==> src/rtl/counter_pkg.sv <==
// Shared constants and sizing helper for the parametrised up/down counter family.
package counter_pkg;

    localparam logic DIR_UP   = 1'b1;
    localparam logic DIR_DOWN = 1'b0;

    localparam int unsigned MODE_WRAP = 0;
    localparam int unsigned MODE_SAT  = 1;

    // Smallest n with 2**n >= value; returns 0 for value <= 1.
    function automatic int clog2(input longint unsigned value);
        int result;
        result = 0;
        while ((64'd1 << result) < value) begin
            result++;
        end
        return result;
    endfunction

endpackage

==> src/rtl/tick_prescaler.sv <==
// Divides enabled cycles down to one tick every PRESCALE enabled cycles.
module tick_prescaler
    import counter_pkg::*;
#(
    parameter int unsigned PRESCALE = 1
) (
    input  logic clk,
    input  logic reset,
    input  logic en,
    input  logic clr,
    output logic tick
);

    localparam int PW_RAW = clog2(PRESCALE);
    localparam int PW     = (PW_RAW < 1) ? 1 : PW_RAW;
    localparam logic [PW-1:0] RELOAD = PW'(PRESCALE - 1);
    localparam logic [PW-1:0] ONE    = PW'(1);

    // Down-counter holding the enabled cycles left before the next tick;
    // equivalent to an up-counting phase of PRESCALE-1-remaining_q.
    logic [PW-1:0] remaining_q;

    always_ff @(posedge clk or posedge reset) begin
        if (reset) begin
            remaining_q <= RELOAD;
        end else if (clr) begin
            remaining_q <= RELOAD;
        end else if (en) begin
            if (remaining_q == '0) begin
                remaining_q <= RELOAD;
            end else begin
                remaining_q <= remaining_q - ONE;
            end
        end
    end

    assign tick = en && !clr && (remaining_q == '0);

endmodule

==> src/rtl/updown_counter_param.sv <==
// Up/down counter with programmable modulus, wrap/saturate mode, parallel load,
// tick prescaler and registered boundary (terminal-count) pulse.
module updown_counter_param
    import counter_pkg::*;
#(
    parameter int unsigned     WIDTH    = 8,
    parameter longint unsigned MAX_VAL  = (64'd1 << WIDTH) - 64'd1,
    parameter int unsigned     SATURATE = MODE_WRAP,
    parameter int unsigned     PRESCALE = 1
) (
    input  logic             clk,
    input  logic             reset,
    input  logic             en,
    input  logic             up_down,
    input  logic             load,
    input  logic [WIDTH-1:0] load_val,
    output logic [WIDTH-1:0] count,
    output logic             tc,
    output logic             at_max,
    output logic             at_zero
);

    if (WIDTH < 2 || WIDTH > 32) begin : g_bad_width
        $error("updown_counter_param: WIDTH must be within 2..32");
    end
    if (MAX_VAL < 1 || MAX_VAL >= (64'd1 << WIDTH)) begin : g_bad_max
        $error("updown_counter_param: MAX_VAL must be >= 1 and < 2**WIDTH");
    end
    if (PRESCALE < 1 || PRESCALE > 65535) begin : g_bad_prescale
        $error("updown_counter_param: PRESCALE must be within 1..65535");
    end

    localparam logic [WIDTH-1:0] MAX_C    = WIDTH'(MAX_VAL);
    localparam logic [WIDTH-1:0] ONE      = WIDTH'(1);
    localparam bit               SAT_MODE = (SATURATE == MODE_SAT);

    logic             tick;
    logic [WIDTH-1:0] count_q;
    logic [WIDTH-1:0] count_d;
    logic             tc_q;
    logic             tc_d;

    tick_prescaler #(
        .PRESCALE (PRESCALE)
    ) u_prescaler (
        .clk   (clk),
        .reset (reset),
        .en    (en),
        .clr   (load),
        .tick  (tick)
    );

    // Boundaries are explicit compares so non-power-of-two moduli wrap correctly.
    always_comb begin
        count_d = count_q;
        tc_d    = 1'b0;
        if (load) begin
            count_d = (load_val > MAX_C) ? MAX_C : load_val;
        end else if (tick) begin
            if (up_down == DIR_UP) begin
                if (count_q == MAX_C) begin
                    tc_d    = 1'b1;
                    count_d = SAT_MODE ? MAX_C : '0;
                end else begin
                    count_d = count_q + ONE;
                end
            end else begin
                if (count_q == '0) begin
                    tc_d    = 1'b1;
                    count_d = SAT_MODE ? '0 : MAX_C;
                end else begin
                    count_d = count_q - ONE;
                end
            end
        end
    end

    always_ff @(posedge clk or posedge reset) begin
        if (reset) begin
            count_q <= '0;
            tc_q    <= 1'b0;
        end else begin
            count_q <= count_d;
            tc_q    <= tc_d;
        end
    end

    assign count   = count_q;
    assign tc      = tc_q;
    assign at_max  = (count_q == MAX_C);
    assign at_zero = (count_q == '0);

endmodule

==> config.mk <==
export PLATFORM = sky130hd
export DESIGN_NAME = updown_counter_param
export DESIGN_NICKNAME = d
export VERILOG_FILES = /design/src/rtl/counter_pkg.sv /design/src/rtl/tick_prescaler.sv /design/src/rtl/updown_counter_param.sv
export SDC_FILE = /design/constraint.sdc
export NUM_CORES = 1
export LEC_CHECK = 0
export BUFFER_PORTS_ARGS = -buffer_cell sky130_fd_sc_hd__buf_4
export CORE_MARGIN = 3
export CORE_UTILIZATION = 45
export DETAILED_ROUTE_END_ITERATION = 8
export GPL_TIMING_DRIVEN = 1
export MAX_ROUTING_LAYER = met4
export PLACE_DENSITY_LB_ADDON = 0.12
export SYNTH_ARGS = -nofsm -noshare
export SYNTH_HDL_FRONTEND = slang
export SYNTH_SLANG_ARGS = --single-unit
==> constraint.sdc <==
create_clock -name clk -period 1.9 [get_ports clk]
set_input_delay 0.285 -clock clk [delete_from_list [all_inputs] [get_ports clk]]
set_output_delay 0.285 -clock clk [all_outputs]
set_load 0.05 [all_outputs]
==> flow_summary.toml <==
[synth]
synthDistinctLibCells = 36
synth.area.top_cells = "dfrtp_1 27%, xnor2_1 7.3%, a21oi_1 7.1%"
synthCells = 107
synth_top_area_share_pct = 26.67
yosys-top-cells-count = "12 x a21oi_1, 10 x nor2_1, 9 x dfrtp_1"
synth_ff_type = "dfrtp_1"
synth_seq_cells = 9
ys_seq_area_share_pct = 26.67
synthesis.nets = 123
synth-async-reset-ratio_pct = 100.0
avgSynthCellArea_um2 = 7.893
synth_top_area_cell = "dfrtp_1"
synth-edff-count = 0
yosysMostFrequentCell = "a21oi_1"
synth_warnings = 0
netlist_area_um2 = 844.6

[detailed_routing]
drc_errors = 0
wl_mm = 2.445
wl_per_cell_um = 15.09
vias_per_cell = 5.728
first_pass_iters = 4
vias = 928
drt_iter0_drc = 15
ant_nets = 0

[worst_setup_path]
cp.required_ps = 1620
worstPathArrival_ps = 1580
cp-start-kind = "flip-flop"
path_class = "reg2out"
r2r_slack_ps = 100
worstSetupEndpointType = "output port"
critPathMaxFanout = 8
worstReg2RegStart = "count[1]"
ff2ff_path_depth = 5
timing.rr.end = "count[4]"

[outcome]
violations = "negative hold slack"
status = "finished, violations left"

[place]
port-buffer-count = 23
place_congestion = 0.8154
post-dp-hpwl_mm = 1.688
placed_area_mm2 = 0.001090

[pwr]
p_clk_share_pct = 19.4
internal_power_uw = 464.5
power.switching_uw = 343.2
power_frac_comb_pct = 48.2
seqPwrFrac_pct = 32.4
leakage_uw = 0.0005154
powerDensity_mw_per_mm2 = 676.7
vdd_ir_drop_max_uv = 414.6
swShare_pct = 42.49

[clock_tree]
clk_pin_slew_worst_paths_ps = 70
clock_latency_ps = 270
numCtsBuffers = 3
cts_root_buffer = "clkbuf_4"
cts_buffer_depth = 2
cts_tree = "built"
htree_levels = 1
cts_sinks = 9

[timing]
fin_crit_sh_pct = 98.27
slew_viol_final = 0
skew_ps = 4.696
tightest_slew_ps = 387.4
rsz0062_at_grt = "yes"
maxSlewHeadroom_pct = 74.17
fmax_mhz = 535.6
hold_ws_ps = -9.628
finalHoldViolations = 9
period_minus_slack_ps = 1867
setup_viol_count_final = 0

[final_layout]
drive_above_1_share_pct = 43.80
final_cell_area_mm2 = 0.001194
synthToLayoutAreaGrowth_pct = 41.33
final_nets = 154
fillCellCount = 160
antennaDiodeCount = 0

[job]
maxCapViolations = 0

[global_route]
grt_pass1_wl_mm = 3.870
antenna_found_initial = 0
grt_overflow = 0
grt_use_total_pct = 21.27
grt_pass1_vias = 830
grt_start_max_net_pins = 18

[floorplanning]
ios = 24
fp.dieH_um = 49.32
die_area_mm2 = 0.002432
row_count = 15
start_util_pct = 48.39
die_w_um = 49.32
core-area_mm2 = 0.001745

[worst_hold_path]
min_path_type = "in2async"
## worst max-delay path, stage by stage (launching register included)
cell and delay (ps):
dfrtp_2 480, nor4_4 330, nor3b_4 310, buf_6 200
## per-stage QoR
| step | setup WS [ps] | power [µW] | TNS [ps] | utilization [%] | instances |
|---|---|---|---|---|---|
| 4_1_cts | 12.10 | 789.4 | 0 | 65.73 | 158 |
| 5_1_grt | -6.961 | 851.6 | -12.09 | 68.39 | 162 |
| 3_5_place_dp | 109.3 | 630.9 | 0 | 62.44 | 151 |
| 2_1_floorplan | -191.6 | 524.2 | -371.3 | - | 107 |
| 6_report | 32.79 | 807.7 | 0 | 68.39 | 162 |
| 3_3_place_gp | 126.9 | 624.2 | 0 | 62.44 | 151 |
## state kept, by name (all words and copies together) (netlist names)
signal and count:
count 8, tc 1
## cells in the final DEF, fill, tap and decap left out, types with 2 or more instances in the layout
cell and n:
o21ai_1 4, nand3_1 3, a21oi_1 11, inv_1 4, nor3_1 2, nor2_1 10
a31oi_1 5, nor3b_1 2, nor4_1 2, mux2i_1 2, clkbuf_4 3, buf_4 35
a221oi_2 2, nand4_1 2, dfrtp_2 8, nand2b_1 2, a311o_1 2, nand2_1 5
o21ai_0 2, xnor2_1 7
## power groups by stage
| stage | Sequential (µW) | Combinational [µW] | Clock [µW] |
|---|---|---|---|
| after floorplan | 323 | 201 | 0 |
| after global routing | 264 | 418 | 169 |
| final | 261 | 390 | 157 |
| after detailed placement | 263 | 368 | 0 |
| after CTS | 260 | 370 | 159 |
| after global placement | 261 | 363 | 0 |
## cell families after synthesis
| kind of cell | Yosys count | synth area share, % |
|---|---|---|
| multiplexers | 2 | 2.370 |
| flip-flops | 9 | 26.67 |
| AND/OR/NAND/NOR | 36 | 25.63 |
| AO/OA/AOI/OAI | 33 | 24.74 |
| adder cells (fa/ha/maj) | 3 | 4.445 |
| XOR/XNOR | 7 | 7.259 |
| buffers and inverters | 17 | 8.887 |
## layer usage
| layer | routed length [µm] | share of wire (%) | global-route usage [%] | vias to the layer above |
|---|---|---|---|---|
| met1 | 985 | 40 | 24.77 | 446 |
| met5 | 0 | 0 | - | - |
| met4 | 48 | 2.0 | 5.687 | 0 |
| li1 | - | - | - | 449 |
| met2 | 1276 | 52 | 35.71 | 27 |
| met3 | 136 | 5.6 | 5.810 | 6 |
## how the worst max path moves through the flow
| stage | startpoint | endpoint | slack, ps | cells past startpoint |
|---|---|---|---|---|
| finish | count[4] | at_zero | 30 | 3 |
| global route | count[4] | at_zero | -7 | 3 |
| CTS | count[4] | at_zero | 10 | 3 |
| detailed placement | count[1] | count[4] | 110 | 5 |
| global placement | count[1] | count[4] | 130 | 5 |
| floorplan | count[5] | count[4] | -190 | 6 |
## timing repair
item | 4_1_cts | 5_1_grt
gates resized for setup | 3 | 4
buffers inserted | 3 | 4
setup endpoints to repair | 2 | 4
hold buffers | 0 | 0
pin swaps | 1 | 4
## layout make-up
cell class	instances	area (µm²)	area share, %
Sequential cell	9	235.2	19.71
Clock buffer	4	26.28	2.201
Tap cell	25	31.28	2.621
Timing Repair Buffer	37	289.0	24.21
Multi-Input combinational cell	81	585.6	49.06
Inverter	6	26.28	2.201
No activity file was read; power rests on OpenSTA's default activity.
